**src/rtl/century_clock_bcd.sv**
```systemverilog
// BCD time-of-day and Gregorian calendar counter with per-digit outputs.
// Seconds/minutes/hours ripple from en_s; the date advances only on pulse_h.
module century_clock_bcd #(
    parameter logic [15:0] RST_YEAR = 16'h2000
) (
    input  logic       clk,
    input  logic       rst,
    input  logic       en_s,
    output logic [3:0] sec_unit,
    output logic [3:0] sec_ten,
    output logic [3:0] min_unit,
    output logic [3:0] min_ten,
    output logic [3:0] hour_unit,
    output logic [3:0] hour_ten,
    output logic [3:0] day_unit,
    output logic [1:0] day_ten,
    output logic [3:0] month_unit,
    output logic [1:0] month_ten,
    output logic [3:0] year_unit,
    output logic [3:0] year_ten,
    output logic [3:0] year_hund,
    output logic [3:0] year_thou
);

    // Day-advance strobe; the only link from the time chain to the date chain.
    logic pulse_h;

    logic sec_max, min_max, hour_max;
    logic min_inc, hour_inc;
    logic leap, is_feb, is_30, day_last, month_adv, year_inc;

    logic [3:0] sec_unit_d, sec_ten_d, min_unit_d, min_ten_d, hour_unit_d, hour_ten_d;
    logic [3:0] day_unit_d, month_unit_d;
    logic [1:0] day_ten_d, month_ten_d;
    logic [3:0] year_unit_d, year_ten_d, year_hund_d, year_thou_d;

    // Two-digit BCD divisible-by-4 test: even tens need 0/4/8, odd tens need 2/6.
    function automatic logic pair_div4(input logic [3:0] tens, input logic [3:0] units);
        logic r;
        if (tens[0] == 1'b0)
            r = (units == 4'd0) || (units == 4'd4) || (units == 4'd8);
        else
            r = (units == 4'd2) || (units == 4'd6);
        return r;
    endfunction

    // Carry chain of the time-of-day counter.
    assign sec_max  = (sec_ten == 4'd5) && (sec_unit == 4'd9);
    assign min_max  = (min_ten == 4'd5) && (min_unit == 4'd9);
    assign hour_max = (hour_ten == 4'd2) && (hour_unit == 4'd3);
    assign min_inc  = en_s & sec_max;
    assign hour_inc = min_inc & min_max;
    assign pulse_h  = hour_inc & hour_max;

    // Gregorian leap year from BCD digits; a 00 century falls back to the upper pair.
    assign leap = ((year_ten == 4'd0) && (year_unit == 4'd0)) ? pair_div4(year_thou, year_hund)
                                                               : pair_div4(year_ten, year_unit);

    // Month length classification and last-day detection.
    assign is_feb   = (month_ten == 2'd0) && (month_unit == 4'd2);
    assign is_30    = ((month_ten == 2'd0) && ((month_unit == 4'd4) || (month_unit == 4'd6) ||
                                               (month_unit == 4'd9))) ||
                      ((month_ten == 2'd1) && (month_unit == 4'd1));
    assign day_last = is_feb ? ((day_ten == 2'd2) && (day_unit == (leap ? 4'd9 : 4'd8)))
                             : ((day_ten == 2'd3) && (day_unit == (is_30 ? 4'd0 : 4'd1)));
    assign month_adv = pulse_h & day_last;
    assign year_inc  = month_adv & (month_ten == 2'd1) & (month_unit == 4'd2);

    // Next-state for every digit; all carries resolve within the cycle.
    always_comb begin
        sec_unit_d   = sec_unit;
        sec_ten_d    = sec_ten;
        min_unit_d   = min_unit;
        min_ten_d    = min_ten;
        hour_unit_d  = hour_unit;
        hour_ten_d   = hour_ten;
        day_unit_d   = day_unit;
        day_ten_d    = day_ten;
        month_unit_d = month_unit;
        month_ten_d  = month_ten;
        year_unit_d  = year_unit;
        year_ten_d   = year_ten;
        year_hund_d  = year_hund;
        year_thou_d  = year_thou;

        if (en_s) begin
            if (sec_unit == 4'd9) begin
                sec_unit_d = 4'd0;
                sec_ten_d  = (sec_ten == 4'd5) ? 4'd0 : sec_ten + 4'd1;
            end else begin
                sec_unit_d = sec_unit + 4'd1;
            end
        end

        if (min_inc) begin
            if (min_unit == 4'd9) begin
                min_unit_d = 4'd0;
                min_ten_d  = (min_ten == 4'd5) ? 4'd0 : min_ten + 4'd1;
            end else begin
                min_unit_d = min_unit + 4'd1;
            end
        end

        if (hour_inc) begin
            if (hour_max) begin
                hour_unit_d = 4'd0;
                hour_ten_d  = 4'd0;
            end else if (hour_unit == 4'd9) begin
                hour_unit_d = 4'd0;
                hour_ten_d  = hour_ten + 4'd1;
            end else begin
                hour_unit_d = hour_unit + 4'd1;
            end
        end

        if (pulse_h) begin
            if (day_last) begin
                day_unit_d = 4'd1;
                day_ten_d  = 2'd0;
            end else if (day_unit == 4'd9) begin
                day_unit_d = 4'd0;
                day_ten_d  = day_ten + 2'd1;
            end else begin
                day_unit_d = day_unit + 4'd1;
            end
        end

        if (month_adv) begin
            if (year_inc) begin
                month_unit_d = 4'd1;
                month_ten_d  = 2'd0;
            end else if (month_unit == 4'd9) begin
                month_unit_d = 4'd0;
                month_ten_d  = 2'd1;
            end else begin
                month_unit_d = month_unit + 4'd1;
            end
        end

        if (year_inc) begin
            if (year_unit != 4'd9) begin
                year_unit_d = year_unit + 4'd1;
            end else begin
                year_unit_d = 4'd0;
                if (year_ten != 4'd9) begin
                    year_ten_d = year_ten + 4'd1;
                end else begin
                    year_ten_d = 4'd0;
                    if (year_hund != 4'd9) begin
                        year_hund_d = year_hund + 4'd1;
                    end else begin
                        year_hund_d = 4'd0;
                        year_thou_d = (year_thou == 4'd9) ? 4'd0 : year_thou + 4'd1;
                    end
                end
            end
        end
    end

    // Digit registers; reset wins over any advance.
    always_ff @(posedge clk) begin
        if (rst) begin
            sec_unit   <= 4'd0;
            sec_ten    <= 4'd0;
            min_unit   <= 4'd0;
            min_ten    <= 4'd0;
            hour_unit  <= 4'd0;
            hour_ten   <= 4'd0;
            day_unit   <= 4'd1;
            day_ten    <= 2'd0;
            month_unit <= 4'd1;
            month_ten  <= 2'd0;
            year_unit  <= RST_YEAR[3:0];
            year_ten   <= RST_YEAR[7:4];
            year_hund  <= RST_YEAR[11:8];
            year_thou  <= RST_YEAR[15:12];
        end else begin
            sec_unit   <= sec_unit_d;
            sec_ten    <= sec_ten_d;
            min_unit   <= min_unit_d;
            min_ten    <= min_ten_d;
            hour_unit  <= hour_unit_d;
            hour_ten   <= hour_ten_d;
            day_unit   <= day_unit_d;
            day_ten    <= day_ten_d;
            month_unit <= month_unit_d;
            month_ten  <= month_ten_d;
            year_unit  <= year_unit_d;
            year_ten   <= year_ten_d;
            year_hund  <= year_hund_d;
            year_thou  <= year_thou_d;
        end
    end

endmodule

```
**config.mk**
```make
export PLATFORM = sky130hd
export DESIGN_NAME = century_clock_bcd
export DESIGN_NICKNAME = d
export VERILOG_FILES = /design/src/rtl/century_clock_bcd.sv
export SDC_FILE = /design/constraint.sdc
export NUM_CORES = 1
export LEC_CHECK = 0
export ABC_AREA = 1
export CORE_ASPECT_RATIO = 0.7
export CORE_MARGIN = 2
export CORE_UTILIZATION = 40
export CTS_CLUSTER_DIAMETER = 100
export CTS_CLUSTER_SIZE = 25
export DETAILED_ROUTE_END_ITERATION = 12
export GPL_TIMING_DRIVEN = 0
export SYNTH_ARGS = -nofsm -noshare
export SYNTH_HDL_FRONTEND = slang
export SYNTH_SLANG_ARGS = --single-unit
```
**constraint.sdc**
```tcl
create_clock -name clk -period 2.95 [get_ports clk]
set_input_delay 0.7375 -clock clk [delete_from_list [all_inputs] [get_ports clk]]
set_output_delay 0.7375 -clock clk [all_outputs]
set_load 0.01 [all_outputs]
```
==> results of run 1 <==
worst max-delay path, stage by stage:
cell and delay [ns]:
sky130_fd_sc_hd__clkdlybuf4s50_1 0.54, sky130_fd_sc_hd__nand2_2 0.09, sky130_fd_sc_hd__nor2_2 0.12, sky130_fd_sc_hd__nand3_2 0.11
sky130_fd_sc_hd__nor2_4 0.15, sky130_fd_sc_hd__nand2_2 0.09, sky130_fd_sc_hd__nor2_4 0.16, sky130_fd_sc_hd__nand2_2 0.08
sky130_fd_sc_hd__nor2_2 0.23, sky130_fd_sc_hd__nand2_2 0.13, sky130_fd_sc_hd__nor2_2 0.11, sky130_fd_sc_hd__nand2_1 0.10
sky130_fd_sc_hd__nor2_1 0.13, sky130_fd_sc_hd__nor3b_2 0.05
cell usage after synthesis (all sizes together) (6+ instances only):
library cell	number	area, sq um
nand4	9	56.3
xor2	6	52.6
nor3	16	80.1
dfxtp	51	1020
nand3	40	223
inv	65	244
ha	6	75.1
nand2	79	344
a21oi	27	139
nor2	65	317
o21ai	15	78.8
final timing paths:
check | start | endpoint | cells past startpoint
min | year_thou[3] | year_thou[3] | 2
min reg2reg | year_thou[3] | year_thou[3] | 2
max | en_s | month_unit[2] | 14
max reg2reg | hour_unit[0] | year_thou[2] | 9
power by group:
group / switching [W] / internal, W / leakage [nW] / total [W]
clock: 0.000244 / 0.000248 / 0.0502 / 0.000492
combinational: 0.0000256 / 0.0000121 / 0.925 / 0.0000377
sequential: 0.00000281 / 0.000690 / 0.411 / 0.000693
total: 0.000272 / 0.000951 / 1.39 / 0.00122
sequential cells by signal (all words and copies together), names as in the netlist:
signal	count
day_ten	2
day_unit	4
hour_ten	4
hour_unit	4
min_ten	4
min_unit	4
month_ten	1
month_unit	4
sec_ten	4
sec_unit	4
year_hund	4
year_ten	4
year_thou	4
year_unit	4
area by class of cell:
cell class / instances / area, sq um
buffer: 7 / 32.5
timing repair buffer: 52 / 520
clock inverter: 2 / 37.5
multi-input combinational: 288 / 1550
sequential: 51 / 1020
fill: 713 / 3220
clock buffer: 5 / 68.8
tap: 94 / 118
inverter: 66 / 249
cells by family after synthesis:
kind of cell             synth area share [%]
AO/OA/AOI/OAI                            10.3
XOR/XNOR                                 1.84
adder cells (fa/ha/maj)                  2.63
buffers and inverters                    9.86
flip-flops                               35.8
other                                   0.131
AND/OR/NAND/NOR                          39.4
stage by stage:
step,instances,area (sq um),setup slack [ns]
global route,565,3600,0.174
global placement,558,3490,0.0742
CTS,565,3600,0.369
detailed placement,558,3490,0.0352
finish,565,3600,0.340
floorplan,412,2850,0.923
metal layers:
metal	routed length [microns]	track usage, %	part of all wire [%]
met4	63	4.89	0.90
met3	341	3.46	4.9
met5	0	0	0
met2	2770	25.5	40
met1	3820	29.4	55
==> PnR_summary.wiki, run 1 <==
{| class="wikitable"
! Metric !! Value
|-
| Area enclosed by the die boundary || just under 0.008 sq mm
|-
| Leakage power figure || between 1 and 1.5 nW
|-
| Number of sinks on the clock net || roughly 50
|-
| Clock Root Buffer || sky130_fd_sc_hd__clkbuf_8
|-
| Number of different library cells in the post-synthesis netlist || 41
|-
| Maximum clock skew at final layout || around 0.015 ns
|-
| Req. time, crit path || between 3 and 4 ns
|-
| Total detailed-routing wirelength || approximately 7000 microns
|-
| Maximum achievable frequency || between 0.3 and 0.4 GHz
|-
| Sum of negative setup slack || 0 ns
|-
| Slack of the worst reg-to-reg path || a little over 0.6 ns
|-
| GR Util All Layers || around 19%
|-
| Number of resized instances in the post-cts repair step || 0
|-
| CP Class || in -> reg
|-
| Die width || around 100 microns
|-
| Post-CTS clock slew at the launch and capture registers of the worst setup and hold paths || about 0.10 ns
|-
| Worst-case vdd ir drop || around 180 uV
|-
| Avg Cell Area, Syn || a little under 7 sq um
|-
| Post-DR vias/cell || 4.87
|-
| Gate count of the mapped netlist || just over 400
|-
| Fraction of final layout cells sized beyond drive strength 1 || between 10% and 20%
|-
| Antenna Cells || 0
|-
| Endpoint arrival time on the critical path || roughly 2.8 ns
|-
| Relative area change from synthesis to final layout || 26.1%
|-
| I/O pin cnt || 55
|-
| Most common library cell in the layout ignoring fill and taps || sky130_fd_sc_hd__nand2_1
|-
| Result of the run || finished, final reports clean
|-
| Total of max-cap violations || 0
|-
| Number of port buffers || between 50 and 60
|-
| Number of failing hold endpoints at the final stage || 0
|-
| Hold/Removal Path Class || reg -> reg
|-
| CTS Buf Count || 5
|-
| Maximum number of pins on one net before global-route repair || 16
|-
| CTS tree || built
|-
| # Post-CTS Setup Buffers || 0
|-
| Fin. max-slew vios || 0
|-
| Critical Path Start Type || input pin
|-
| Clock latency on the worst-skew pair || 0.31 ns
|-
| Worst-path fanout max || 4
|-
| Global-route wire length before repair || between 10000 and 15000 microns
|-
| Tightest slew margin relative to the limit || a little under three fifths
|-
| Maximum buffer depth of the clock tree || 2
|-
| Hold-fix buffers at CTS || 0
|-
| Endpoint class of the critical path || register
|-
| Combined area of all synthesized cells || around 0.0029 sq mm
|-
| Cell area power density || around 340 mW/mm^2
|-
| Rows || 25
|-
| Top flip-flop cell by instance count after synthesis || sky130_fd_sc_hd__dfxtp_1
|-
| Setup repair after global routing missed its margin || false
|-
| Overall via count from detail_route || roughly 2700
|-
| Final net count || 480
|-
| Detail-routed net length per standard cell || 12.4 microns
|-
| Final Critical Period || roughly 2.6 ns
|-
| Warnings, synthesis || 0
|-
| Seq/Total Area, Yosys || 35.8%
|-
| Antenna violations before repair || 0
|-
| Congestion Overflow GR || 0
|-
| H-tree lvl count || 2
|-
| Core area || 0.00682 sq mm
|-
| Tightest hold margin || between 0.4 and 0.5 ns
|-
| Number of global-route vias before repair || around 2300
|-
| Final HPWL DP || 5380 microns
|-
| Number of remaining DRC errors || 0
|-
| Post-synth net total || between 400 and 500
|-
| Initial Utilization || 41.9%
|-
| Most used cells in the layout excluding fill and tap cells || 66 x sky130_fd_sc_hd__nand2_1, 60 x sky130_fd_sc_hd__inv_1, 53 x sky130_fd_sc_hd__nor2_1
|-
| Antenna Nets Post-Route || 0
|-
| First-pass detailed-route iteration total || 5
|-
| Slew @ Worst Pin || ~0.65 ns
|-
| Core occupancy in the finished layout || a little over half
|-
| Iteration-0 DRC count of the detailed router || about 130
|-
| Setup-failing EPs final || 0
|-
| Post-layout total power || around 0.0012 W
|-
| Final worst path period share || between 80 and 90%
|-
| Global placer's final weighted congestion || around 0.85
|-
| Height of the die || around 75 microns
|-
| Number of synthesized flops with an enable pin || 0
|-
| Flip-flop and latch count after synthesis || approximately 50
|-
| Async set-reset flop share out of synthesis || 0%
|}
Power figures use the tool's default switching activity.
==> inputs of run 2 (changes only) <==
--- a/config.mk
+++ b/config.mk
@@ -9,6 +9,7 @@
 export CORE_ASPECT_RATIO = 0.7
 export CORE_MARGIN = 2
 export CORE_UTILIZATION = 40
+export CTS_BUF_LIST = sky130_fd_sc_hd__clkbuf_4 sky130_fd_sc_hd__clkbuf_8
 export CTS_CLUSTER_DIAMETER = 100
 export CTS_CLUSTER_SIZE = 25
 export DETAILED_ROUTE_END_ITERATION = 12
==> results of run 2 <==
Same layout as run 1: the final DEF is identical, and so are final timing and power.
==> inputs of run 3 (changes only) <==
--- a/config.mk
+++ b/config.mk
@@ -14,6 +14,7 @@
 export CTS_CLUSTER_SIZE = 25
 export DETAILED_ROUTE_END_ITERATION = 12
 export GPL_TIMING_DRIVEN = 0
+export HOLD_SLACK_MARGIN = 0.05
 export SYNTH_ARGS = -nofsm -noshare
 export SYNTH_HDL_FRONTEND = slang
 export SYNTH_SLANG_ARGS = --single-unit
==> results of run 3 <==
Same layout as run 1: the final DEF is identical, and so are final timing and power.
